===== config.mk =====
export PLATFORM = sky130hd
export DESIGN_NAME = move_sequencer_flat
export DESIGN_NICKNAME = d
export VERILOG_FILES = /design/src/rtl/move_sequencer_pkg.sv /design/src/rtl/move_sequencer_if.sv /design/src/rtl/move_sequencer_req_arbiter.sv /design/src/rtl/move_sequencer.sv /design/src/flat_wrapper.sv
export SDC_FILE = /design/constraint.sdc
export NUM_CORES = 1
export LEC_CHECK = 0
export ABC_AREA = 1
export CAP_MARGIN = 30
export CORE_MARGIN = 5
export CORE_UTILIZATION = 30
export CTS_CLUSTER_DIAMETER = 120
export CTS_CLUSTER_SIZE = 40
export DETAILED_ROUTE_END_ITERATION = 8
export GPL_TIMING_DRIVEN = 0
export MAX_ROUTING_LAYER = met4
export SYNTH_ARGS = -nofsm -noshare
export SYNTH_HDL_FRONTEND = slang
export SYNTH_SLANG_ARGS = --single-unit

===== constraint.sdc =====
create_clock -name clk -period 1.8 [get_ports clk]
set_input_delay 0.54 -clock clk [delete_from_list [all_inputs] [get_ports clk]]
set_output_delay 0.54 -clock clk [all_outputs]
set_load 0.02 [all_outputs]

===== src/rtl/move_sequencer_pkg.sv =====
// Shared move codes, FSM state encoding and timer width for the move sequencer.
package move_sequencer_pkg;

  typedef logic [2:0] mv_t;

  localparam mv_t MV_SPAWN = 3'd0;
  localparam mv_t MV_LEFT  = 3'd1;
  localparam mv_t MV_RIGHT = 3'd2;
  localparam mv_t MV_ROT   = 3'd3;
  localparam mv_t MV_DOWN  = 3'd4;

  // Wide enough for both timeouts; the counter may wrap harmlessly while not waiting.
  localparam int TMR_W = 8;

  typedef enum logic [3:0] {
    ST_IDLE,
    ST_SPAWN_ISSUE,
    ST_SPAWN_CHK,
    ST_WAIT_SPAWN,
    ST_READY,
    ST_ISSUE,
    ST_WAIT,
    ST_LOCK,
    ST_CLEAR,
    ST_OVER
  } state_t;

  function automatic logic is_busy(input state_t s);
    return !(s inside {ST_IDLE, ST_READY, ST_OVER});
  endfunction

endpackage


===== src/rtl/move_sequencer_if.sv =====
// Checker and grid handshake bundle; master = sequencer, slave = checker/grid side.
interface move_sequencer_if;
  import move_sequencer_pkg::*;

  logic req_valid;
  mv_t  req_move;
  logic chk_done;
  logic chk_ok;
  logic lock;
  logic grid_ready;
  logic spawn;

  modport master (
    output req_valid, req_move, lock, spawn,
    input  chk_done, chk_ok, grid_ready
  );

  modport slave (
    input  req_valid, req_move, lock, spawn,
    output chk_done, chk_ok, grid_ready
  );

endinterface


===== src/rtl/move_sequencer_req_arbiter.sv =====
// Pending-request latches plus fixed-priority pick (DOWN > ROT > LEFT > RIGHT).
// Grant and winner clear are combinational; a new request always beats a same-cycle clear.
module move_sequencer_req_arbiter
  import move_sequencer_pkg::*;
(
  input  logic clk,
  input  logic rst,
  input  logic latch_en_i,
  input  logic left_i,
  input  logic right_i,
  input  logic rotate_i,
  input  logic tick_i,
  input  logic drop_i,
  input  logic clr_all_i,
  input  logic clr_drop_i,
  input  logic arb_en_i,
  output logic grant_vld_o,
  output mv_t  grant_move_o
);

  logic left_q, right_q, rot_q, tick_q, drop_q;
  logic left_d, right_d, rot_d, tick_d, drop_d;
  logic clr_left, clr_right, clr_rot, clr_tick;

  always_comb begin
    grant_vld_o  = 1'b0;
    grant_move_o = MV_DOWN;
    clr_left     = 1'b0;
    clr_right    = 1'b0;
    clr_rot      = 1'b0;
    clr_tick     = 1'b0;
    if (arb_en_i) begin
      if (tick_q || drop_q) begin
        grant_vld_o = 1'b1;
        clr_tick    = 1'b1;
      end else if (rot_q) begin
        grant_vld_o  = 1'b1;
        grant_move_o = MV_ROT;
        clr_rot      = 1'b1;
      end else if (left_q && right_q) begin
        // Opposing moves cancel: drop both, spend the cycle without a transaction.
        clr_left  = 1'b1;
        clr_right = 1'b1;
      end else if (left_q) begin
        grant_vld_o  = 1'b1;
        grant_move_o = MV_LEFT;
        clr_left     = 1'b1;
      end else if (right_q) begin
        grant_vld_o  = 1'b1;
        grant_move_o = MV_RIGHT;
        clr_right    = 1'b1;
      end
    end

    left_d  = (latch_en_i & left_i)   | (left_q  & ~(clr_left  | clr_all_i));
    right_d = (latch_en_i & right_i)  | (right_q & ~(clr_right | clr_all_i));
    rot_d   = (latch_en_i & rotate_i) | (rot_q   & ~(clr_rot   | clr_all_i));
    tick_d  = (latch_en_i & tick_i)   | (tick_q  & ~(clr_tick  | clr_all_i));
    drop_d  = (latch_en_i & drop_i)   | (drop_q  & ~(clr_drop_i | clr_all_i));
  end

  always_ff @(posedge clk) begin
    if (rst) begin
      left_q  <= 1'b0;
      right_q <= 1'b0;
      rot_q   <= 1'b0;
      tick_q  <= 1'b0;
      drop_q  <= 1'b0;
    end else begin
      left_q  <= left_d;
      right_q <= right_d;
      rot_q   <= rot_d;
      tick_q  <= tick_d;
      drop_q  <= drop_d;
    end
  end

endmodule


===== src/rtl/move_sequencer.sv =====
// Game controller: spawn -> move/check -> lock -> line clear -> spawn, one checker transaction at a time.
// Pending request reaches req_valid in 2 cycles; chk_done/grid_ready are waited on with timeouts.
module move_sequencer
  import move_sequencer_pkg::*;
#(
  parameter int CHK_TIMEOUT  = 32,
  parameter int GRID_TIMEOUT = 64
) (
  input  logic              clk,
  input  logic              rst,
  input  logic              start_i,
  input  logic              left_i,
  input  logic              right_i,
  input  logic              rotate_i,
  input  logic              tick_i,
  input  logic              drop_i,
  move_sequencer_if.master  bus,
  output logic              game_over_o,
  output logic              busy_o,
  output logic              err_o
);

  state_t           state_q, state_d;
  logic [TMR_W-1:0] tmr_q, tmr_d;
  mv_t              req_move_q, req_move_d;
  logic             grant_vld;
  mv_t              grant_move;
  logic             chk_to, grid_to;

  assign chk_to  = (tmr_q == TMR_W'(CHK_TIMEOUT - 1));
  assign grid_to = (tmr_q == TMR_W'(GRID_TIMEOUT - 1));

  move_sequencer_req_arbiter u_arb (
    .clk          (clk),
    .rst          (rst),
    .latch_en_i   (!(state_q inside {ST_IDLE, ST_OVER})),
    .left_i       (left_i),
    .right_i      (right_i),
    .rotate_i     (rotate_i),
    .tick_i       (tick_i),
    .drop_i       (drop_i),
    .clr_all_i    (state_d == ST_SPAWN_ISSUE),
    .clr_drop_i   (state_q == ST_LOCK),
    .arb_en_i     (state_q == ST_READY),
    .grant_vld_o  (grant_vld),
    .grant_move_o (grant_move)
  );

  always_comb begin
    state_d    = state_q;
    req_move_d = req_move_q;
    case (state_q)
      ST_IDLE:        state_d = ST_IDLE;
      ST_SPAWN_ISSUE: begin
        state_d    = ST_SPAWN_CHK;
        req_move_d = MV_SPAWN;
      end
      ST_SPAWN_CHK:   state_d = ST_WAIT_SPAWN;
      ST_WAIT_SPAWN: begin
        if (chk_to)             state_d = ST_READY;
        else if (bus.chk_done)  state_d = bus.chk_ok ? ST_READY : ST_OVER;
      end
      ST_READY: begin
        if (grant_vld) begin
          state_d    = ST_ISSUE;
          req_move_d = grant_move;
        end
      end
      ST_ISSUE:       state_d = ST_WAIT;
      ST_WAIT: begin
        if (chk_to) state_d = ST_READY;
        else if (bus.chk_done)
          state_d = (!bus.chk_ok && req_move_q == MV_DOWN) ? ST_LOCK : ST_READY;
      end
      ST_LOCK:        state_d = ST_CLEAR;
      ST_CLEAR: begin
        if (grid_to || bus.grid_ready) state_d = ST_SPAWN_ISSUE;
      end
      ST_OVER:        state_d = ST_OVER;
      default:        state_d = ST_IDLE;
    endcase
    // start overrides any in-flight result arriving in the same cycle
    if (start_i) state_d = ST_SPAWN_ISSUE;
    tmr_d = (state_d != state_q) ? '0 : tmr_q + 1'b1;
  end

  always_ff @(posedge clk) begin
    if (rst) begin
      state_q    <= ST_IDLE;
      tmr_q      <= '0;
      req_move_q <= MV_SPAWN;
    end else begin
      state_q    <= state_d;
      tmr_q      <= tmr_d;
      req_move_q <= req_move_d;
    end
  end

  assign bus.req_valid = (state_q == ST_SPAWN_CHK) || (state_q == ST_ISSUE);
  assign bus.req_move  = req_move_q;
  assign bus.lock      = (state_q == ST_LOCK);
  assign bus.spawn     = (state_q == ST_SPAWN_ISSUE);
  assign game_over_o   = (state_q == ST_OVER);
  assign busy_o        = is_busy(state_q);
  assign err_o         = ((state_q == ST_WAIT || state_q == ST_WAIT_SPAWN) && chk_to)
                       || (state_q == ST_CLEAR && grid_to);

endmodule

===== src/flat_wrapper.sv =====
// flat-port wrapper written by rule: the top's interface ports become plain ports
module move_sequencer_flat import move_sequencer_pkg::*;
#(
  parameter int CHK_TIMEOUT  = 32,
  parameter int GRID_TIMEOUT = 64
)
  (clk, rst, start_i, left_i, right_i, rotate_i, tick_i, drop_i, game_over_o, busy_o, err_o, bus_req_valid, bus_req_move, bus_lock, bus_spawn, bus_chk_done, bus_chk_ok, bus_grid_ready);
  move_sequencer_if bus_i ();
  input  logic clk;
  input  logic rst;
  input  logic start_i;
  input  logic left_i;
  input  logic right_i;
  input  logic rotate_i;
  input  logic tick_i;
  input  logic drop_i;
  output logic game_over_o;
  output logic busy_o;
  output logic err_o;
  output wire logic [$bits(bus_i.req_valid)-1:0] bus_req_valid;
  output wire logic [$bits(bus_i.req_move)-1:0] bus_req_move;
  output wire logic [$bits(bus_i.lock)-1:0] bus_lock;
  output wire logic [$bits(bus_i.spawn)-1:0] bus_spawn;
  input wire logic [$bits(bus_i.chk_done)-1:0] bus_chk_done;
  input wire logic [$bits(bus_i.chk_ok)-1:0] bus_chk_ok;
  input wire logic [$bits(bus_i.grid_ready)-1:0] bus_grid_ready;
  assign bus_req_valid = bus_i.req_valid;
  assign bus_req_move = bus_i.req_move;
  assign bus_lock = bus_i.lock;
  assign bus_spawn = bus_i.spawn;
  assign bus_i.chk_done = bus_chk_done;
  assign bus_i.chk_ok = bus_chk_ok;
  assign bus_i.grid_ready = bus_grid_ready;
  move_sequencer #(.CHK_TIMEOUT(CHK_TIMEOUT), .GRID_TIMEOUT(GRID_TIMEOUT)) u_core (.clk(clk), .rst(rst), .start_i(start_i), .left_i(left_i), .right_i(right_i), .rotate_i(rotate_i), .tick_i(tick_i), .drop_i(drop_i), .bus(bus_i), .game_over_o(game_over_o), .busy_o(busy_o), .err_o(err_o));
endmodule

==> metrics.csv, run 1 <==
stage,metric,value,unit
sta,rsz0062_at_grt,yes,
clocking,hold_buffers,0,
drt,wirelength,2993,um
worst_setup_path,crit_chain,"nand2_1, clkinv_1, nand2_2, o21ai_2, nand2_2, o31ai_2, buf_4",
clocking,cts_tree,done,
pwr,clock_power_share,30.5,%
drt,drcViolationCount,0,
synthesis,synth_fp_nets,215,
clocking,worst_skew_pair.late_latency,0.25,ns
drt,m1WireLength,1505,um
min_path,min_path_type,reg -> reg,
clocking,numCtsBuffers,3,
drt,drtAntennaViolNets,0,
grt,overflow,0,
finish,drive_gt1_share,31.74,%
drt,wl_per_cell,10.69,um
drt,wl_met3,87,um
pwr,power.density,529.3,nW/um^2
grt,gr-usage-all-layers,11.82,%
grt,grt_max_degree,11,
pwr,combPwrFrac,18.7,%
worst_setup_path,cp.arrival,1.35,ns
clocking,h-tree-depth,1,
clocking,cts_root_buf,clkbuf_8,
drt,firstDrtPassIters,4,
placement,pre_cts_slack,-0.7084,ns
clocking,clock-sinks,20,
drt,top_layer,met4,
sta,finalCritPeriodShare,105.0,%
worst_setup_path,max_stage_delay,0.38,ns
pwr,switching_power,248.2,uW
sta,fmax,529.2,MHz
sta,fin_setup_tns,-0.09491,ns
grt,antenna_found_initial,0,
sta,hold_violations,0,
floorplanning,core_area,4058,um^2
finish,final_cells,280,
floorplanning,dieArea,5673,um^2
worst_setup_path,slowest_stage,dfxtp_4,
sta,hold_ws,0.4860,ns
placement,io_buffers,18,
sta,relSlewSlack,69.16,%
worst_setup_path,path_max_fanout,5,
sta,period_minus_slack,1.889,ns
placement,place_inst,268,
drt,wl_met2,1348,um
finish,fin_util,43.08,%
drt,via_per_inst,4.507,
worst_setup_path,startpoint_type,flip-flop,
synthesis,netlist_area,1280,um^2
finish,diodes,0,
sta,final-setup-viol-count,2,
worst_setup_path,path_class,reg -> out,
finish,nNetsFinal,247,
clocking,cts_buffer_depth,2,
grt,grt_pass1_vias,1186,
synthesis,syn-mean-instance-area,6.400,um^2
pwr,intPower,677.0,uW
finish,syn2layout_area_growth,36.56,%
placement,hpwl,2235,um
grt,grt_pass1_wl,5106,um
floorplanning,die_w,75.32,um
drt,drt-initial-drc-count,66,
sta,fin_skew,0.001053,ns
worst_setup_path,worstSetupEndpointType,primary output,
clocking,cts.clk_slew.worst_paths,0.07,ns
sta,final_max_slew_viol_count,0,
outcome,violations,setup timing,
pwr,swShare,26.83,%
sta,setup_ws,-0.08950,ns
floorplanning,start_util,31.54,%
synthesis,yosysWarnings,0,
pwr,peakVddDrop,226.1,uV
synthesis,ys_ff_latch,20,
floorplanning,pin_count,20,
flow_run,maxCapViolCount,0,
synthesis,ys_seq_area_share,31.28,%
floorplanning,fp.dieH,75.32,um
floorplanning,rows,23,
synthesis,synthCells,200,
worst_setup_path,worst_path_most_repeated_cell,nand2_2,
synthesis,ys_types,24,
pwr,power_leakage,0.0008230,uW
pwr,pwr-share-seq,50.8,%
drt,route.vias.total,1262,
sta,tightest_slew,0.4626,ns
worst_setup_path,critical_path_required,1.26,ns
outcome,run_status,"complete, but fails checks",
placement,place.gp.congestion,0.9186,
[cells in the final DEF (no fill, tap or decap), types with 2 or more instances in the layout]
master,Yosys,routed
nand2_1,44,39
inv_1,31,27
nor2_1,32,25
dfxtp_1,20,13
nand2_2,8,11
nor2_2,7,11
buf_4,0,11
nand3_1,12,10
a21oi_1,11,10
clkdlybuf4s50_1,0,7
inv_2,3,6
xor2_1,5,5
nand3_2,5,5
o21ai_0,4,4
dfxtp_4,0,4
nor2_4,0,3
ha_1,4,3
clkbuf_8,0,3
buf_2,0,3
dlymetal6s2s_1,0,3
dfxtp_2,0,3
nand2_4,0,2
o21ai_1,2,2
nand3_4,0,2
o21ai_2,2,2
nand4_1,2,2
dlygate4sd2_1,0,2
[power groups by stage]
stage,sequential (uW),clock (uW),combinational (uW)
4_1_cts,473,296,168
5_1_grt,473,318,195
3_5_place_dp,480,0,154
2_1_floorplan,482,0,93.9
3_3_place_gp,480,0,153
6_report,470,282,173
[kinds of logic (layout without fill, tap and decap cells)]
| kind of cell | Yosys count | after routing | synth area share [%] |
|---|---|---|---|
| adders and majority gates | 4 | 4 | 3.910 |
| xor gates and xnor gates | 6 | 6 | 4.106 |
| and+or+nand+nor | 111 | 111 | 39.69 |
| DFF | 20 | 20 | 31.28 |
| AOI/OAI and AO/OA | 23 | 23 | 10.46 |
| buffers and inverters | 36 | 66 | 10.56 |
[area by class of cell]
type	instances	area, um^2
multi-input combinational	144	853.3
timing repair buffer	27	234.0
fill	413	2310
sequential	20	419.2
clock buffer	3	41.29
inverter	35	133.9
tap	50	62.56
buffer	1	3.754
[registers in the layout, summed over array words and instances, names as in the netlist]
signal	flops
u_core.bus.req_move	3
u_core.state_q	4
u_core.tmr_q	8
u_core.u_arb.drop_q	1
u_core.u_arb.left_q	1
u_core.u_arb.right_q	1
u_core.u_arb.rot_q	1
u_core.u_arb.tick_q	1
[final timing paths]
check / to / slack (ns) / cells after the start / start
setup / recovery: err_o / -0.09 / 7 / u_core.state_q[0]
hold / removal: u_core.bus.req_move[2] / 0.49 / 2 / u_core.bus.req_move[2]
hold reg to reg: u_core.bus.req_move[2] / 0.49 / 2 / u_core.bus.req_move[2]
setup reg to reg: u_core.tmr_q[6] / 0.01 / 14 / u_core.tmr_q[1]
[routing by layer]
metal / track usage [%] / up-vias
li1: - / 682
met1: 16.47 / 559
met2: 17.45 / 17
met3: 0.9235 / 4
met4: 5.243 / 0
met5: - / -
[critical path: cells and delay by family, from the launching register on]
kind / cells / cell delay (ns)
compound gates: 2 / 0.13
buf+inv: 2 / 0.25
simple gates: 3 / 0.33
flops: 1 / 0.38
[cell usage after synthesis]
cell type	instances	share of area, %
nand2_1	44	13
nor2_1	32	9.4
inv_1	31	9.1
dfxtp_1	20	31
nand3_1	12	4.7
a21oi_1	11	4.3
nand2_2	8	3.9
nor2_2	7	3.4
nand3_2	5	3.9
xor2_1	5	3.4
ha_1	4	3.9
o21ai_0	4	1.6
inv_2	3	0.88
nand4_1	2	0.98
o21ai_1	2	0.78
o21ai_2	2	1.4
a21oi_2	1	0.68
buf_1	1	0.29
clkinv_1	1	0.29
o21a_1	1	0.59
o21bai_1	1	0.59
o31ai_1	1	0.59
or2_2	1	0.49
xnor2_1	1	0.68
[stage by stage]
| stage | instance area, um^2 | total power (uW) |
|---|---|---|
| global route | 1748 | 985.2 |
| global placement | 1530 | 633.4 |
| detailed placement | 1530 | 633.9 |
| finish | 1748 | 925.2 |
| floorplan | 1287 | 575.6 |
| CTS | 1688 | 935.7 |
[what timing repair did]
action	4_1_cts	5_1_grt
gates resized for setup	49	24
pin swaps	3	5
setup endpoints to repair	19	22
setup buffers	7	2
Note: power is estimated with default switching activity, not from simulation.
==> inputs of run 2 (changes only) <==
--- a/config.mk
+++ b/config.mk
@@ -6,14 +6,16 @@
 export NUM_CORES = 1
 export LEC_CHECK = 0
 export ABC_AREA = 1
-export CAP_MARGIN = 30
+export CAP_MARGIN = 10
 export CORE_MARGIN = 5
 export CORE_UTILIZATION = 30
 export CTS_CLUSTER_DIAMETER = 120
 export CTS_CLUSTER_SIZE = 40
 export DETAILED_ROUTE_END_ITERATION = 8
 export GPL_TIMING_DRIVEN = 0
+export HOLD_SLACK_MARGIN = 0.1
 export MAX_ROUTING_LAYER = met4
 export SYNTH_ARGS = -nofsm -noshare
 export SYNTH_HDL_FRONTEND = slang
+export SYNTH_HIERARCHICAL = 1
 export SYNTH_SLANG_ARGS = --single-unit
==> run 2 against run 1 <==
  * The flow still finishes with violations (setup timing)
  * Non-clock buffer count is 3 higher
  * Register-to-register slack about the same
  * Count of clock-buffer cells in the layout grew 1
==> metrics.csv, run 2 <==
stage,metric,value,unit,change
synthesis,ys.flop_type,dfxtp_1,,
clocking,h-tree-depth,1,,unchanged
finish,largest_reg_flops,8,,unchanged
min_path,min_path_type,reg -> reg,,
worst_setup_path,startpoint_type,flip-flop,,
synthesis,yosys.area.top_type_share,32.59,%,+1.3 points
pwr,peakVddDrop,311.3,uV,+38%
clocking,numCtsBuffers,3,,unchanged
finish,nNetsFinal,245,,-0.81%
placement,hpwl,2242,um,+0.31%
synthesis,ys_seq_area_share,32.59,%,+1.3 points
sta,period_minus_slack,1.929,ns,+0.03996 ns
sta,rsz0062_at_grt,yes,,
outcome,run_status,"complete, but fails checks",,
clocking,clock-sinks,20,,unchanged
worst_setup_path,critical-path-top-delay-family,flip-flops,,
floorplanning,die_w,74.00,um,-1.8%
sta,hold_violations,0,,unchanged
drt,wl_met3,93,um,+6.9%
synthesis,synthTopCellsByCount,"nand2_1 (51), nor2_1 (37), inv_1 (21), dfxtp_1 (20), nand3_1 (15)",,
clocking,cts_buffer_depth,2,,unchanged
sta,fin_skew,0.007490,ns,+0.006437 ns
grt,antenna_found_initial,0,,unchanged
grt,overflow,0,,unchanged
worst_setup_path,worstSetupEndpointType,primary output,,
drt,m1WireLength,1505,um,unchanged
worst_setup_path,crit_chain,"ha_4, nand3_4, inv_2, nand2_2, o31ai_2, buf_4",,
drt,wirelength,3328,um,+11%
grt,gr-usage-all-layers,12.74,%,+0.92 points
finish,diodes,0,,unchanged
synthesis,yosysTopAreaCell,dfxtp_1,,
finish,fin_util,47.01,%,+3.9 points
synthesis,synth_edf_count,0,,unchanged
placement,io_buffers,19,,+1
synthesis,yosysWarnings,6,,+6
pwr,switching_power,279.9,uW,+13%
synthesis,synth_most_common_cell,nand2_1,,
worst_setup_path,startpoint,u_core/tmr_q[0],,
pwr,combPwrFrac,20.1,%,+1.4 points
synthesis,synthCells,194,,-3.0%
synthesis,syn-mean-instance-area,6.333,um^2,-1.0%
floorplanning,pin_count,20,,unchanged
finish,drive_gt1_share,39.30,%,+7.6 points
synthesis,synth_mux_area_share,0,%,unchanged
worst_setup_path,cp.arrival,1.39,ns,+0.04 ns
synthesis,ys_types,23,,-4.2%
worst_setup_path,critical_path_required,1.26,ns,about the same
pwr,finalPower,1020,uW,+10%
clocking,worst_skew_pair.late_latency,0.26,ns,about the same
pwr,power_leakage,0.0008164,uW,-0.80%
sta,tightest_slew,0.5656,ns,+0.1030 ns
sta,finalCritPeriodShare,107.2,%,+2.2 points
worst_setup_path,slowest_stage,dfxtp_2,,
floorplanning,dieArea,5475,um^2,-3.5%
sta,final-setup-viol-count,3,,+1
finish,final_cell_mix,"nand2_1 (38), nor2_1 (28), buf_4 (16)",,
drt,route.vias.total,1312,,+4.0%
floorplanning,fp.dieH,74.00,um,-1.8%
grt,grt_pass1_vias,1215,,+2.4%
synthesis,synth_top_family_by_area,simple AND/OR/NAND/NOR gates,,
sta,fin_setup_tns,-0.1350,ns,-0.04008 ns
worst_setup_path,rr_startpoint,u_core/u_arb/left_q,,
drt,via_per_inst,4.703,,+4.3%
outcome,violations,setup timing,,
grt,grt_pass1_wl,5237,um,+2.6%
pwr,power.density,546.4,nW/um^2,+3.2%
synthesis,yosys.area_share.xor_xnor,4.277,%,+0.17 points
finish,final_cells,279,,-0.36%
synthesis,synth_fp_nets,209,,-2.8%
synthesis,yosys.area_share.simple,41.85,%,+2.2 points
pwr,clock_power_share,33.3,%,+2.8 points
synthesis,synth-async-reset-ratio,0,%,unchanged
placement,place.gp.congestion,0.8864,,-3.5%
worst_setup_path,path_class,reg -> out,,
drt,wl_per_cell,11.93,um,+12%
placement,place_inst,263,,-1.9%
drt,drt-initial-drc-count,107,,+62%
clocking,cts_tree,done,,
drt,wl_met2,1665,um,+24%
grt,grt_max_degree,12,,+1
synthesis,synthAdderAreaFrac,4.073,%,+0.16 points
floorplanning,core_area,3971,um^2,-2.1%
worst_setup_path,path_max_fanout,3,,-2
pwr,pwr-share-seq,46.6,%,-4.2 points
synthesis,synthTopCellsByArea,"dfxtp_1 (33%), nand2_1 (16%), nor2_1 (11%)",,
worst_setup_path,path_buf_inv,2,,unchanged
clocking,cts.clk_slew.worst_paths,0.08,ns,about the same
sta,relSlewSlack,61.90,%,-7.3 points
pwr,intPower,740.2,uW,+9.3%
floorplanning,rows,23,,unchanged
drt,firstDrtPassIters,4,,unchanged
synthesis,synth-compound-area-share,10.18,%,-0.28 points
sta,fmax,518.3,MHz,-2.1%
placement,pre_cts_slack,-0.5203,ns,+0.1881 ns
clocking,cts_root_buf,clkbuf_8,,
pwr,swShare,27.44,%,+0.61 points
floorplanning,start_util,30.94,%,-0.61 points
min_path,hold_path.startpoint,u_core/u_arb/drop_q,,
synthesis,ys_ff_latch,20,,unchanged
drt,drtAntennaViolNets,0,,unchanged
drt,top_layer,met4,,
finish,final_common_cell,nand2_1,,
worst_setup_path,max_stage_delay,0.36,ns,-0.02 ns
finish,syn2layout_area_growth,51.93,%,
sta,setup_ws,-0.1295,ns,-0.03996 ns
synthesis,netlist_area,1229,um^2,-4.0%
drt,drcViolationCount,0,,unchanged
sta,final_max_slew_viol_count,0,,unchanged
flow_run,maxCapViolCount,0,,unchanged
finish,largest-register,u_core/tmr_q,,
[run 2: cell types whose count changed after synthesis, sizes merged, moves of 2 or more]
cell / change
inv: -11
a21oi: +2
nor2: +4
o21ai: -2
nand2: +3
[run 2: final timing paths]
kind,end,slack (ns),cells past startpoint
setup / recovery,err_o,-0.13,6
hold / removal,u_core/u_arb/drop_q,0.50,2
setup reg to reg,u_core/u_arb/left_q,0,14
hold reg to reg,u_core/u_arb/drop_q,0.50,2
[run 2: cell families after synthesis]
logic type               count (synthesis)
AO/OA/AOI/OAI                           23
XOR/XNOR                                 6
adder cells (fa/ha/maj)                  4
buffers and inverters                   23
flip-flops                              20
AND/OR/NAND/NOR                        118
[run 2: per-stage QoR]
stage | hold WS [ns] | cell area, um^2
global route | 0.5286 | 1867
finish | 0.5019 | 1867
detailed placement | 0.4396 | 1486
global placement | 0.4331 | 1486
floorplan | 0.4176 | 1234
CTS | 0.5029 | 1705
[run 2: power by group through the flow]
stage	combinational, uW	sequential (uW)	clock (uW)
after global routing	226	478	371
final	205	475	340
after floorplan	90.8	487	0
after CTS	182	472	351
after detailed placement	160	484	0
after global placement	160	484	0
[run 2: worst min-delay path, delay by kind of cell (launching register included)]
kind	cells	cell delay, ns
flip-flops	1	0.34
AND/OR/NAND/NOR	1	0.07
AO/OA/AOI/OAI	1	0.05
[run 2: final cells by class]
type	instances	area, um^2
Sequential cell	20	416.7
Inverter	23	91.34
Timing Repair Buffer	31	271.5
Multi-Input combinational cell	151	969.7
Clock buffer	4	55.05
Tap cell	50	62.56
Fill cell	402	2105
[run 2: repair_timing]
action,4_1_cts,5_1_grt
resized for setup,59,49
cloned,0,0
buffers inserted,10,2
hold buffers,0,0
setup endpoints to repair,22,23
pin swaps,8,20
[run 2: layer usage]
layer | global-route usage [%] | up-vias
met3 | 1.892 | 4
li1 | - | 686
met5 | - | -
met1 | 15.87 | 604
met4 | 5.634 | 0
met2 | 20.37 | 18
==> inputs of run 3 (changes only) <==
--- a/config.mk
+++ b/config.mk
@@ -7,7 +7,6 @@
 export LEC_CHECK = 0
 export ABC_AREA = 1
 export CAP_MARGIN = 10
-export CORE_MARGIN = 5
 export CORE_UTILIZATION = 30
 export CTS_CLUSTER_DIAMETER = 120
 export CTS_CLUSTER_SIZE = 40
@@ -15,6 +14,7 @@
 export GPL_TIMING_DRIVEN = 0
 export HOLD_SLACK_MARGIN = 0.1
 export MAX_ROUTING_LAYER = met4
+export SETUP_SLACK_MARGIN = 0.05
 export SYNTH_ARGS = -nofsm -noshare
 export SYNTH_HDL_FRONTEND = slang
 export SYNTH_HIERARCHICAL = 1
==> run 3 against run 2 <==
  * The flow still finishes with violations (setup timing)
  * Sequential share of layout area is 0.16 points higher
  * Combinational power about the same
  * Clock power barely moved
  * Utilization up 2.1 points
  * Die area shrank 20%
  * Global-route usage increased by 2.9 points
  * Cell count unchanged
  * Cell area down 0.13%
  * Maximum frequency is 0.48% lower
  * Highest routed layer unchanged
==> metrics.csv, run 3 (synthesis results as in run 2) <==
stage,metric,value,unit,change
sta,final-setup-viol-count,1,,-2
finish,fin_util,49.08,%,+2.1 points
finish,nNetsFinal,247,,+0.82%
clocking,cts_buffer_depth,2,,unchanged
drt,wl_per_cell,11.20,um,-6.1%
sta,fmax,515.8,MHz,-0.48%
sta,rsz0062_at_grt,yes,,
worst_setup_path,cp.arrival,1.40,ns,about the same
outcome,run_status,"complete, but fails checks",,
grt,grt_pass1_wl,5092,um,-2.8%
sta,finalCritPeriodShare,107.7,%,+0.52 points
drt,firstDrtPassIters,4,,unchanged
sta,tightest_slew,0.5649,ns,-0.0006669 ns
placement,pre_cts_slack,-0.5103,ns,+0.01001 ns
floorplanning,dieArea,4355,um^2,-20%
finish,final_cell_mix,"nand2_1 (42), nor2_1 (26), buf_4 (17)",,
finish,largest_reg_flops,8,,unchanged
drt,drtAntennaViolNets,0,,unchanged
finish,syn2layout_area_growth,51.73,%,
sta,hold_ws,0.5098,ns,+0.007936 ns
clocking,hold_buffers,0,,unchanged
placement,place.gp.congestion,0.8251,,-6.9%
drt,drcViolationCount,0,,unchanged
worst_setup_path,worstSetupEndpointType,primary output,,
clocking,clock-sinks,20,,unchanged
worst_setup_path,startpoint_type,flip-flop,,
floorplanning,fp.dieH,66.00,um,-11%
drt,wirelength,3126,um,-6.1%
drt,via_per_inst,4.670,,-0.69%
grt,overflow,0,,unchanged
sta,setup_ws,-0.1388,ns,-0.009382 ns
grt,gr-usage-all-layers,15.61,%,+2.9 points
floorplanning,start_util,32.35,%,+1.4 points
clocking,h-tree-depth,1,,unchanged
sta,relSlewSlack,61.94,%,about the same
grt,grt_pass1_vias,1197,,-1.5%
worst_setup_path,critical_path_required,1.26,ns,about the same
placement,io_buffers,19,,unchanged
sta,period_minus_slack,1.939,ns,+0.009382 ns
drt,route.vias.total,1303,,-0.69%
grt,grt_max_degree,12,,unchanged
drt,drt-initial-drc-count,41,,-62%
clocking,worst_skew_pair.late_latency,0.25,ns,about the same
finish,final_common_cell,nand2_1,,
worst_setup_path,path_class,reg -> out,,
placement,hpwl,2136,um,-4.7%
finish,diodes,0,,unchanged
finish,drive_gt1_share,39.39,%,+0.093 points
finish,largest-register,u_core/tmr_q,,
floorplanning,core_area,3799,um^2,-4.3%
floorplanning,die_w,66.00,um,-11%
min_path,min_path_type,reg -> reg,,
sta,fin_setup_tns,-0.1388,ns,-0.003851 ns
pwr,peakVddDrop,283.3,uV,-9.0%
placement,place_inst,261,,-0.76%
finish,final_cells,279,,unchanged
pwr,power_leakage,0.0007918,uW,-3.0%
floorplanning,rows,22,,-4.3%
flow_run,maxCapViolCount,0,,unchanged
floorplanning,pin_count,20,,unchanged
clocking,cts_tree,done,,
sta,fin_skew,0.003664,ns,-0.003826 ns
clocking,cts.clk_slew.worst_paths,0.08,ns,about the same
clocking,cts_root_buf,clkbuf_8,,
grt,antenna_found_initial,0,,unchanged
worst_setup_path,path_max_fanout,4,,+1
sta,hold_violations,0,,unchanged
clocking,numCtsBuffers,3,,unchanged
pwr,power.density,546.3,nW/um^2,about the same
outcome,violations,setup timing,,
finish,n_fill_cell,375,,-6.7%
sta,final_max_slew_viol_count,0,,unchanged
[run 3: cell count changes in the layout (fill, tap and decap cells not counted), sizes merged]
cell           before  now
clkdlybuf4s50       7    8
dlygate4sd2         1    5
buf                18   20
dlymetal6s2s        5    0
[run 3: layer usage]
| metal | vias to the layer above | global-route usage [%] | share of wire [%] |
|---|---|---|---|
| met3 | 4 | 2.414 | 4.3 |
| met5 | - | - | 0 |
| met2 | 25 | 23.98 | 45 |
| met4 | 0 | 5.851 | 1.4 |
| li1 | 691 | - | - |
| met1 | 583 | 20.56 | 49 |
[run 3: cell type report]
type	count	area, um^2	area share, %
Timing Repair Buffer	33	279.0	14.97
Clock buffer	4	55.05	2.953
Multi-Input combinational cell	151	959.7	51.48
Tap cell	48	60.06	3.221
Sequential cell	20	419.2	22.48
Inverter	23	91.34	4.899
[run 3: stage by stage]
step           power [uW]  instance area, um^2
2_1_floorplan       578.0                 1234
3_3_place_gp        642.9                 1484
3_5_place_dp        642.8                 1484
4_1_cts              1013                 1745
5_1_grt              1080                 1864
6_report             1018                 1864
[run 3: path summary, 6_finish.rpt]
check                           start  slack (ns)  cells after the start             endpoint
setup / recovery      u_core/tmr_q[1]       -0.14                      6                err_o
hold reg to reg   u_core/u_arb/drop_q        0.51                      2  u_core/u_arb/drop_q
hold / removal    u_core/u_arb/drop_q        0.51                      2  u_core/u_arb/drop_q
setup reg to reg    u_core/state_q[3]        0.06                     14  u_core/u_arb/left_q
[run 3: power breakdown]
group / internal [uW] / switching [uW]
clock: 194 / 146
combinational: 86.1 / 117
sequential: 457 / 18.0
total: 737 / 281
[run 3: repair_timing]
| action | 4_1_cts | 5_1_grt |
|---|---|---|
| buffers inserted | 9 | 5 |
| gates cloned | 0 | 0 |
| resized for setup | 86 | 24 |
| hold endpoints to repair | 0 | 0 |
| setup endpoints to repair | 25 | 18 |
| pin swaps | 23 | 18 |
[run 3: worst max-delay path, stage by stage (launching register included)]
cell,delay (ns)
dfxtp_2,0.36
ha_4,0.15
nand3_4,0.11
inv_2,0.10
nand2_4,0.06
o31ai_4,0.22
buf_6,0.15
